[src/rtl/sound_pkg.sv]
// Shared types and note tables for the sound event scheduler.
package sound_pkg;

  typedef enum logic [1:0] {
    MEL_NONE   = 2'd0,
    MEL_BAD    = 2'd1,
    MEL_GOOD   = 2'd2,
    MEL_BUTTON = 2'd3
  } melody_t;

  typedef enum logic [1:0] {
    IDLE = 2'd0,
    NOTE = 2'd1,
    GAP  = 2'd2
  } state_t;

  localparam logic [1:0] LEN_BAD    = 2'd3;
  localparam logic [1:0] LEN_GOOD   = 2'd3;
  localparam logic [1:0] LEN_BUTTON = 2'd1;

  localparam logic [7:0] BAD_N0  = 8'd90;
  localparam logic [7:0] BAD_N1  = 8'd120;
  localparam logic [7:0] BAD_N2  = 8'd160;
  localparam logic [7:0] GOOD_N0 = 8'd60;
  localparam logic [7:0] GOOD_N1 = 8'd45;
  localparam logic [7:0] GOOD_N2 = 8'd30;
  localparam logic [7:0] BTN_N0  = 8'd40;

  function automatic logic [7:0] note_rom(melody_t mel, logic [1:0] idx);
    logic [7:0] p;
    p = 8'd0;
    case (mel)
      MEL_BAD: begin
        case (idx)
          2'd0:    p = BAD_N0;
          2'd1:    p = BAD_N1;
          default: p = BAD_N2;
        endcase
      end
      MEL_GOOD: begin
        case (idx)
          2'd0:    p = GOOD_N0;
          2'd1:    p = GOOD_N1;
          default: p = GOOD_N2;
        endcase
      end
      MEL_BUTTON: p = BTN_N0;
      default:    p = 8'd0;
    endcase
    return p;
  endfunction

  function automatic logic [1:0] mel_last(melody_t mel);
    logic [1:0] l;
    l = 2'd0;
    case (mel)
      MEL_BAD:    l = LEN_BAD - 2'd1;
      MEL_GOOD:   l = LEN_GOOD - 2'd1;
      MEL_BUTTON: l = LEN_BUTTON - 2'd1;
      default:    l = 2'd0;
    endcase
    return l;
  endfunction

  function automatic melody_t pick_melody(logic bad, logic good, logic btn);
    melody_t m;
    m = MEL_NONE;
    if (bad)       m = MEL_BAD;
    else if (good) m = MEL_GOOD;
    else if (btn)  m = MEL_BUTTON;
    return m;
  endfunction

endpackage

[src/rtl/note_timer.sv]
// Loadable down-counter timing one NOTE or GAP phase; holds at zero.
module note_timer #(
  parameter int W = 8
) (
  input  logic         clk,
  input  logic         nRst_i,
  input  logic         load_i,
  input  logic [W-1:0] count_i,
  output logic         done_o
);

  logic [W-1:0] r_cnt;

  always_ff @(posedge clk or negedge nRst_i) begin
    if (!nRst_i)             r_cnt <= '0;
    else if (load_i)         r_cnt <= count_i;
    else if (r_cnt != '0)    r_cnt <= r_cnt - 1'b1;
  end

  assign done_o = (r_cnt == '0);

endmodule

[src/rtl/sound_sequencer.sv]
// Priority scheduler for game sound events; sequences melodies note by note
// into sound_generator. Handshake: event inputs are one-cycle strobes, no ready.
module sound_sequencer #(
  parameter int NOTE_CYCLES = 1_200_000,
  parameter int GAP_CYCLES  = 120_000
) (
  input  logic       clk,
  input  logic       nRst_i,
  input  logic       goodColl_i,
  input  logic       badColl_i,
  input  logic       button_i,
  output logic [7:0] notePeriod_o,
  output logic       soundEn_o,
  output logic [1:0] melody_o,
  output logic       busy_o,
  output logic [1:0] state_o
);
  import sound_pkg::*;

  localparam int MAX_CYC = (NOTE_CYCLES > GAP_CYCLES) ? NOTE_CYCLES : GAP_CYCLES;
  localparam int CW      = $clog2(MAX_CYC + 1);
  localparam logic [CW-1:0] NOTE_LD = CW'(NOTE_CYCLES - 1);
  localparam logic [CW-1:0] GAP_LD  = CW'(GAP_CYCLES - 1);

  state_t     r_state, w_state_nxt;
  melody_t    r_melody, w_mel_nxt, w_pick;
  logic [1:0] r_idx, w_idx_nxt;
  logic       r_pend_bad, r_pend_good, r_pend_btn;
  logic       w_req_bad, w_req_good, w_req_btn, w_any, w_start, w_preempt;
  logic       w_load, w_done;
  logic [CW-1:0] w_load_val;
  logic [7:0] r_period, w_period_nxt;
  logic       r_en, r_busy;

  note_timer #(.W(CW)) u_timer (
    .clk     (clk),
    .nRst_i  (nRst_i),
    .load_i  (w_load),
    .count_i (w_load_val),
    .done_o  (w_done)
  );

  // Requests merge latched flags with this cycle's pulses.
  assign w_req_bad  = r_pend_bad  | badColl_i;
  assign w_req_good = r_pend_good | goodColl_i;
  assign w_req_btn  = r_pend_btn  | button_i;
  assign w_any      = w_req_bad | w_req_good | w_req_btn;
  assign w_pick     = pick_melody(w_req_bad, w_req_good, w_req_btn);
  assign w_preempt  = badColl_i && (r_melody == MEL_GOOD || r_melody == MEL_BUTTON);

  always_comb begin
    w_state_nxt = r_state;
    w_mel_nxt   = r_melody;
    w_idx_nxt   = r_idx;
    w_load      = 1'b0;
    w_load_val  = NOTE_LD;
    w_start     = 1'b0;
    case (r_state)
      IDLE: w_start = w_any;
      NOTE: begin
        if (w_preempt) begin
          w_start = 1'b1;
        end else if (w_done) begin
          w_state_nxt = GAP;
          w_load      = 1'b1;
          w_load_val  = GAP_LD;
        end
      end
      GAP: begin
        if (w_preempt) begin
          w_start = 1'b1;
        end else if (w_done) begin
          if (r_idx != mel_last(r_melody)) begin
            w_state_nxt = NOTE;
            w_idx_nxt   = r_idx + 2'd1;
            w_load      = 1'b1;
          end else if (w_any) begin
            w_start = 1'b1;
          end else begin
            w_state_nxt = IDLE;
            w_mel_nxt   = MEL_NONE;
            w_idx_nxt   = 2'd0;
          end
        end
      end
      default: w_state_nxt = IDLE;
    endcase
    if (w_start) begin
      w_state_nxt = NOTE;
      w_mel_nxt   = w_pick;
      w_idx_nxt   = 2'd0;
      w_load      = 1'b1;
      w_load_val  = NOTE_LD;
    end
    w_period_nxt = (w_state_nxt == NOTE) ? note_rom(w_mel_nxt, w_idx_nxt) : 8'd0;
  end

  always_ff @(posedge clk or negedge nRst_i) begin
    if (!nRst_i) begin
      r_state     <= IDLE;
      r_melody    <= MEL_NONE;
      r_idx       <= 2'd0;
      r_pend_bad  <= 1'b0;
      r_pend_good <= 1'b0;
      r_pend_btn  <= 1'b0;
      r_period    <= 8'd0;
      r_en        <= 1'b0;
      r_busy      <= 1'b0;
    end else begin
      r_state     <= w_state_nxt;
      r_melody    <= w_mel_nxt;
      r_idx       <= w_idx_nxt;
      r_pend_bad  <= w_req_bad  && !(w_start && w_pick == MEL_BAD);
      r_pend_good <= w_req_good && !(w_start && w_pick == MEL_GOOD);
      r_pend_btn  <= w_req_btn  && !(w_start && w_pick == MEL_BUTTON);
      r_period    <= w_period_nxt;
      r_en        <= (w_state_nxt == NOTE);
      r_busy      <= (w_state_nxt != IDLE);
    end
  end

  assign notePeriod_o = r_period;
  assign soundEn_o    = r_en;
  assign melody_o     = r_melody;
  assign busy_o       = r_busy;
  assign state_o      = r_state;

endmodule

[config.mk]
export PLATFORM = sky130hd
export DESIGN_NAME = sound_sequencer
export DESIGN_NICKNAME = d
export VERILOG_FILES = /design/src/rtl/sound_pkg.sv /design/src/rtl/note_timer.sv /design/src/rtl/sound_sequencer.sv
export SDC_FILE = /design/constraint.sdc
export NUM_CORES = 1
export LEC_CHECK = 0
export ABC_AREA = 1
export CAP_MARGIN = 15
export CORE_ASPECT_RATIO = 1.1
export CORE_MARGIN = 2
export CORE_UTILIZATION = 34
export CTS_BUF_LIST = sky130_fd_sc_hd__clkbuf_2 sky130_fd_sc_hd__clkbuf_4 sky130_fd_sc_hd__clkbuf_8
export DETAILED_ROUTE_END_ITERATION = 16
export SLEW_MARGIN = 20
export SYNTH_ARGS = -nofsm -noshare
export SYNTH_HDL_FRONTEND = slang
export SYNTH_SLANG_ARGS = --single-unit
[constraint.sdc]
create_clock -name clk -period 4.4 [get_ports clk]
set_input_delay 0.88 -clock clk [delete_from_list [all_inputs] [get_ports clk]]
set_output_delay 0.88 -clock clk [all_outputs]
set_load 0.02 [all_outputs]
After elaboration in Yosys (flattened, before gate mapping)

Index checks and enable logic that the tools add are counted.

Register bits after elaboration: 40
Input bits: 5
Output and inout port bits: 14
Logic and storage cells: 99

$add $sub $neg: 2
Eq/ne operators: 14
Multiplexer cells: 50
Bitwise logic cells: 5
Reductions and logical operators: 18

Operators by type and width:

| kind                  | number |
|---|---|
| $mux 21               | 6 |
| $mux 2                | 26 |
| $pmux 8 s3            | 1 |
| $logic_not 21->1      | 1 |
| $reduce_bool 21->1    | 1 |
| $sub 21x1->21 const B | 1 |
| $pmux 8 s2            | 1 |
| $eq 2x2->1 const B    | 7 |
| $eq 2x1->1 const B    | 6 |
| $pmux 6 s2            | 1 |
| $mux 1                | 11 |
| $mux 8                | 1 |
| $logic_and 1x1->1     | 7 |
| $pmux 2 s3            | 1 |
| $or 1x1->1            | 5 |
| $logic_not 2->1       | 2 |
| $reduce_bool 2->1     | 2 |
| $logic_not 1->1       | 3 |
| $pmux 1 s3            | 1 |
| $add 2x1->2 const B   | 1 |
| $ne 2x2->1            | 1 |
| $pmux 1 s2            | 1 |
| $reduce_or 2->1       | 1 |
| $logic_or 1x1->1      | 1 |

Logic depth before layout (Yosys ltp)

Depth in word-level cells: 16
Gate-level depth with buffers: 15

Cells and area by module

From an unflattened synthesis, not the netlist that was laid out.

Cells, all modules: 377
Area total of the unflattened synthesis: 2780.2 sq um

By module, submodules not included:

| module          | times used | cells each | area an instance (sq um) | seq. area each (sq um) |
|---|---|---|---|---|
| note_timer      | 1          | 223        | 1517.7                   | 525.5 |
| sound_sequencer | 1          | 154        | 1262.5                   | 475.5 |

Worst setup path after synthesis

Ideal clock, no wire load.

Kind: register to register
Start: register r_melody[0] (netlist: melody_o[0])
End: register r_period[0] (netlist: notePeriod_o[0])
Library setup time: 0.072 ns
Data arrival time: 2.099 ns
Required time: 4.328 ns
Path slack: 2.230 ns
Stages on the path, launching flop included: 15
Path buffers: 0
Period minus slack after synthesis: 2.170 ns
Cell sequence: dfrtp_1 > inv_1 > ha_1 > inv_1 > nand2_1 > nand2_1 > nor2_2 > nand3_1 > o21ai_4 > nand2_4 > nand2_1 > nand2_1 > nor2_2 > nand3_1 > nor2_1

Word-level cells in the longest chain between the ends: 16
Elaborated cells on any way between the ends: 42

RTL lines:

| element                                       | RTL line                               | RTL |
|---|---|---|
| start, declared                               | sound_sequencer.sv:26                  | `melody_t r_melody, w_mel_nxt, w_pick;` |
| start signal, assigned                        | sound_sequencer.sv:111                 | `r_melody <= w_mel_nxt;` |
| $eq 2x2->1 or $eq 2x1->1 (tied branches)      | sound_pkg.sv:56, sound_sequencer.sv:49 |  |
| $reduce_or 2->1 (no line)                     | n/a                                    |  |
| $mux 2                                        | sound_pkg.sv:56                        | `case (mel)` |
| $mux 2                                        | sound_sequencer.sv:72                  | `end else if (w_done) begin` |
| $mux 2                                        | sound_sequencer.sv:70                  | `if (w_preempt) begin` |
| $mux 2                                        | sound_sequencer.sv:58                  | `case (r_state)` |
| $ne 2x2->1                                    | sound_sequencer.sv:73                  | `if (r_idx != mel_last(r_melody)) begin` |
| $mux 1 or $mux 2 (tied branches)              | sound_sequencer.sv:73                  |  |
| $mux 1 or $mux 2 (tied branches)              | sound_sequencer.sv:72                  |  |
| $mux 1 or $mux 2 (tied branches)              | sound_sequencer.sv:70                  |  |
| $pmux 1 s3 or $mux 2 (tied branches)          | sound_sequencer.sv:58                  |  |
| $mux 2                                        | sound_sequencer.sv:88                  | `if (w_start) begin` |
| $eq 2x1->1 or $logic_not 2->1 (tied branches) | sound_pkg.sv:41                        | `case (idx)` |
| $pmux 6 s2                                    | sound_pkg.sv:41                        |  |
| $pmux 8 s3                                    | sound_pkg.sv:32                        | `case (mel)` |
| $mux 8 *                                      | sound_sequencer.sv:95                  | `w_period_nxt = (w_state_nxt == NOTE) ? note_rom(w_mel_nxt, w_idx_nxt) : 8'd0;` |
| named net w_period_nxt[0]                     | sound_sequencer.sv:32                  | `logic [7:0] r_period, w_period_nxt;` |
| end signal, assigned                          | sound_sequencer.sv:116                 | `r_period <= w_period_nxt;` |
| end, declared                                 | sound_sequencer.sv:32                  |  |

The timed path passes the listed nets; every way through them passes the cells marked *. The select of a mux whose other input is x is not followed.
A chain may end at the register's enable or synchronous reset.

Worst setup path after layout

Start: input port badColl_i
End: register u_timer.r_cnt[12]

Word-level cells in the longest chain between the ends: 10
Elaborated cells on any way between the ends: 19

RTL lines:

| element                                      | RTL line              | RTL |
|---|---|---|
| start, declared                              | sound_sequencer.sv:10 | `input logic badColl_i,` |
| $or 1x1->1                                   | sound_sequencer.sv:44 | `assign w_req_bad = r_pend_bad \| badColl_i;` |
| $or 1x1->1 (2 in series)                     | sound_sequencer.sv:47 | `assign w_any = w_req_bad \| w_req_good \| w_req_btn;` |
| $mux 1                                       | sound_sequencer.sv:77 | `end else if (w_any) begin` |
| $mux 1                                       | sound_sequencer.sv:73 |  |
| $mux 1                                       | sound_sequencer.sv:72 |  |
| $mux 1                                       | sound_sequencer.sv:70 |  |
| $pmux 1 s3                                   | sound_sequencer.sv:58 |  |
| $mux 21 or $mux 1 (tied branches)            | sound_sequencer.sv:88 |  |
| $mux 21 or $reduce_bool 2->1 (tied branches) | n/a                   |  |
| end signal, assigned                         | note_timer.sv:16      | `else if (load_i) r_cnt <= count_i;` |
| end signal, assigned                         | note_timer.sv:17      | `else if (r_cnt != '0) r_cnt <= r_cnt - 1'b1;` |
| end, declared                                | note_timer.sv:12      | `logic [W-1:0] r_cnt;` |

Several ways; a longest one is shown, not always the timed one.

==> reports/summary.md <==
The flow ran to the end, and the final reports show no timing, DRC or antenna violations. The final layout contains 334 nets. The tools report the post-detailed-placement cell area as 2610 um2.

The sum of internal, switching and leakage power was 1.50 mW. The maximum level of the CTS H-tree came out at 2. The run gives 0 as the hold violation total from the final report.

The kind of critical path is in -> reg. Counting along the longest clock path gives a buffer depth of 2. The weighted congestion at the end of routability-driven global placement is 0.855, and the via count normalized by instance count is 4.79. The tools report the initial DRC count as 109. The largest incremental delay on the critical path was 0.43 ns; the register bit total from synthesis was 40.

CTS saw 40 sinks. The initial cell density of the core was 0.353. During I/O placement, the number of pins put on the boundary was 19. At the worst endpoint, the arrival time is 2.78 ns. For this block, the routed nets add up to 5070 um of wire. The number of synthesized flops with an enable pin is 0, and the average footprint of a synthesized cell is 7.83 um2. The via count of the first global-routing pass was 1999. After routing, the total negative slack on setup checks comes to 0 ns.

The tightest min-delay check is of the reg -> reg type. The most common library cell in the layout ignoring fill and taps was sky130_fd_sc_hd__nand2_1. For this design the ratio of total power to cell area is 551 nW/um2. TritonCTS built the clock tree. The worst max-slew margin expressed relative to the limit is 0.408, and the floorplan die width is 83.1 um. The switching share of power was 0.406. Compared with the post-synthesis result, the final layout area differs by 16.2%. The top-area cell type share of the netlist area was 0.428; the warning count from the yosys run was 0. Between clock sinks in the finished design, the worst skew comes to 0.0111 ns.

The mean routed wirelength per cell was 12.5 um. Summed over all nets, the half-perimeter wirelength after detailed placement is 3730 um. The final route contains 1939 vias. The cell type contributing the most total cell area after synthesis is sky130_fd_sc_hd__dfrtp_1. After routing the design area is 2720 um2. The first-pass detailed-route iteration total came out at 4. The tools report the number of setup violations in the final report as 0. Clock tree synthesis inserted a total of 5 buffers.

Summing every instance area after synthesis gives 2340 um2. Number of fillers in the final layout: 673. The logs give 0 for the count of buffers added by post-CTS timing repair for setup and 4.58 ns for the data required time of the worst path. In this run the worst path has a maximum fanout of 19.

In the routed design, unresolved DRC markers number 0. For the pin with the worst max-slew slack, the measured transition is 0.888 ns. Entering global routing, the biggest net connects 41 pins. For the internal power, the log shows 0.891 mW. Total of hold buffers inserted after clock tree synthesis: 0.

After floorplanning, the core was divided into 31 placement rows. The number of antenna diodes in the final layout is 0. Setup repair after global routing left no endpoint under its margin.

Commonest register cell after synthesis: sky130_fd_sc_hd__dfrtp_1. The clock reaches the later pin of the worst-skew pair after 0.29 ns. The number of gates resized after CTS was 0. For the initial antenna violation count, the log shows 0. The overall die area came out at 7570 um2. The number of cells produced by synthesis was 299; the final critical-path required period was 2.59 ns. The fraction of synthesis flops using an asynchronous set or reset pin works out to 1.00. The worst setup path is launched from a primary input. In the post-synthesis netlist, the biggest area contributors are sky130_fd_sc_hd__dfrtp_1 (43%), sky130_fd_sc_hd__nand2_1 (12%), sky130_fd_sc_hd__nand3_1 (6.4%). The run gives 0 as the number of maximum-capacitance violations.

For the total leakage power, the log shows 1.31 nW. The remaining global-route overflow came out at 0. The clock-pin transition on the worst setup and hold timing paths is 0.07 ns. Derived from the worst setup path, the maximum achievable clock frequency is 0.385 GHz. The first global-routing pass estimated 8960 um of wire. Root buffer cell: sky130_fd_sc_hd__clkbuf_8. The power share of the clock group is 0.199. The count of nets left with antenna violations once routing finished came out at 0.

The tools report the net count of the mapped netlist as 311. The number of buffers inserted by port buffering is 18, and the fraction of the cycle the final worst path needs is 0.590. The tools report the number of distinct standard cells referenced by the synthesized netlist as 28.

The worst setup path is captured at a flop. The region available for standard cell placement spans 6630 um2. In the layout the commonest cells are sky130_fd_sc_hd__nand2_1 (75), sky130_fd_sc_hd__dfrtp_1 (40), sky130_fd_sc_hd__inv_1 (38), sky130_fd_sc_hd__nand3_1 (30), sky130_fd_sc_hd__nor2_1 (26). For the overall fraction of global-route tracks in use, the log shows 0.144.

The share of power burned in registers is 0.354, and the part of the total power dissipated in combinational logic is 0.448. The floorplan die height is 91.0 um. Among all stages on the critical path, the largest delay is contributed by sky130_fd_sc_hd__clkdlybuf4s50_1.

The share of layout cells above drive strength 1 is 0.121, and the final count of pins violating max slew is 0. Walking the worst path, the cells encountered are clkdlybuf4s50_1, nor2_2, nand3_1, nand2_1, o21a_1, o21ai_4, nand2_4, nand2_4, nor2_4, inv_2, nand2_1, inv_1. IR analysis of the VDD net gives a maximum drop of 0.000353 V.

The run gives 0.428 as the sequential share of the synthesized area. In this run the power spent charging and discharging nets is 0.610 mW.
[synth_stat cells, types with 4 or more instances]
library cell              count
sky130_fd_sc_hd__nand3_1     30
sky130_fd_sc_hd__nor2_2       8
sky130_fd_sc_hd__inv_1       38
sky130_fd_sc_hd__nand2_2      4
sky130_fd_sc_hd__a21oi_1     12
sky130_fd_sc_hd__xnor2_1      4
sky130_fd_sc_hd__nor2_4       4
sky130_fd_sc_hd__nor3_1       6
sky130_fd_sc_hd__inv_2        5
sky130_fd_sc_hd__xor2_1      12
sky130_fd_sc_hd__dfrtp_1     40
sky130_fd_sc_hd__o21ai_0     11
sky130_fd_sc_hd__nor2_1      26
sky130_fd_sc_hd__ha_1         7
sky130_fd_sc_hd__nand2_1     75
[worst max-delay path, delay by kind of cell]
| family | cells | cell delay (ns) |
|---|---|---|
| AO/OA/AOI/OAI | 2 | 0.26 |
| buffers and inverters | 3 | 0.54 |
| AND/OR/NAND/NOR | 7 | 1.10 |
[routing by layer]
| layer | vias to the layer above | share of wire | routed length [um] | global-route usage |
|---|---|---|---|---|
| li1 | 979 | - | - | - |
| met1 | 915 | 0.46 | 2330 | 0.172 |
| met2 | 33 | 0.49 | 2470 | 0.253 |
| met3 | 12 | 0.031 | 158 | 0.0336 |
| met4 | 0 | 0.022 | 110 | 0.0519 |
| met5 | - | 0 | 0 | 0 |
[power by group through the flow]
| stage | sequential (mW) | clock, mW | combinational (mW) |
|---|---|---|---|
| after floorplan | 0.580 | 0 | 0.422 |
| after global placement | 0.539 | 0 | 0.668 |
| after detailed placement | 0.539 | 0 | 0.670 |
| after CTS | 0.532 | 0.308 | 0.678 |
| after global routing | 0.544 | 0.323 | 0.758 |
| final | 0.531 | 0.298 | 0.672 |
[per-stage QoR]
| stage | hold slack [ns] | util | setup slack [ns] | cells |
|---|---|---|---|---|
| after floorplan | 0.462 | - | 2.23 | 299 |
| after global placement | 0.479 | 0.394 | 1.60 | 397 |
| after detailed placement | 0.500 | 0.394 | 1.50 | 397 |
| after CTS | 0.517 | 0.410 | 1.80 | 405 |
| after global routing | 0.532 | 0.410 | 1.60 | 405 |
| final | 0.509 | 0.410 | 1.81 | 405 |
[cell families after synthesis]
group	after synthesis	synth area share
fa+ha+maj	7	0.0374
flops	40	0.428
xor+xnor	16	0.0599
buf+inv	45	0.0727
simple gates	163	0.331
compound gates	28	0.0711
[registers in the layout, summed over array words and instances, names as in the netlist]
signal and flops:
r_idx 2, state_o 2, notePeriod_o 8, u_timer.r_cnt 21, r_pend_bad 1, soundEn_o 1, melody_o 2, r_pend_btn 1
busy_o 1, r_pend_good 1
[worst paths after layout]
check	start	endpoint	slack, ns	cells after the start
setup reg to reg	melody_o[0]	notePeriod_o[1]	1.96	12
hold reg to reg	r_pend_btn	r_pend_btn	0.51	2
hold / removal	r_pend_btn	r_pend_btn	0.51	2
max in group asynchronous	nRst_i	notePeriod_o[5]	3.13	1
setup / recovery	badColl_i	u_timer.r_cnt[12]	1.81	12
min in group asynchronous	nRst_i	u_timer.r_cnt[3]	0.70	1
[area by class of cell]
class                   count  area, um2  area share
flip-flops and latches     40       1000       0.368
repair buffers             18        175      0.0644
clock inverters             2       35.0      0.0129
clock buffers               6       76.3      0.0280
multi-input cells         214       1170       0.430
inverters                  43        161      0.0593
well taps                  82        103      0.0377
Note: power is estimated with default switching activity, not from simulation.
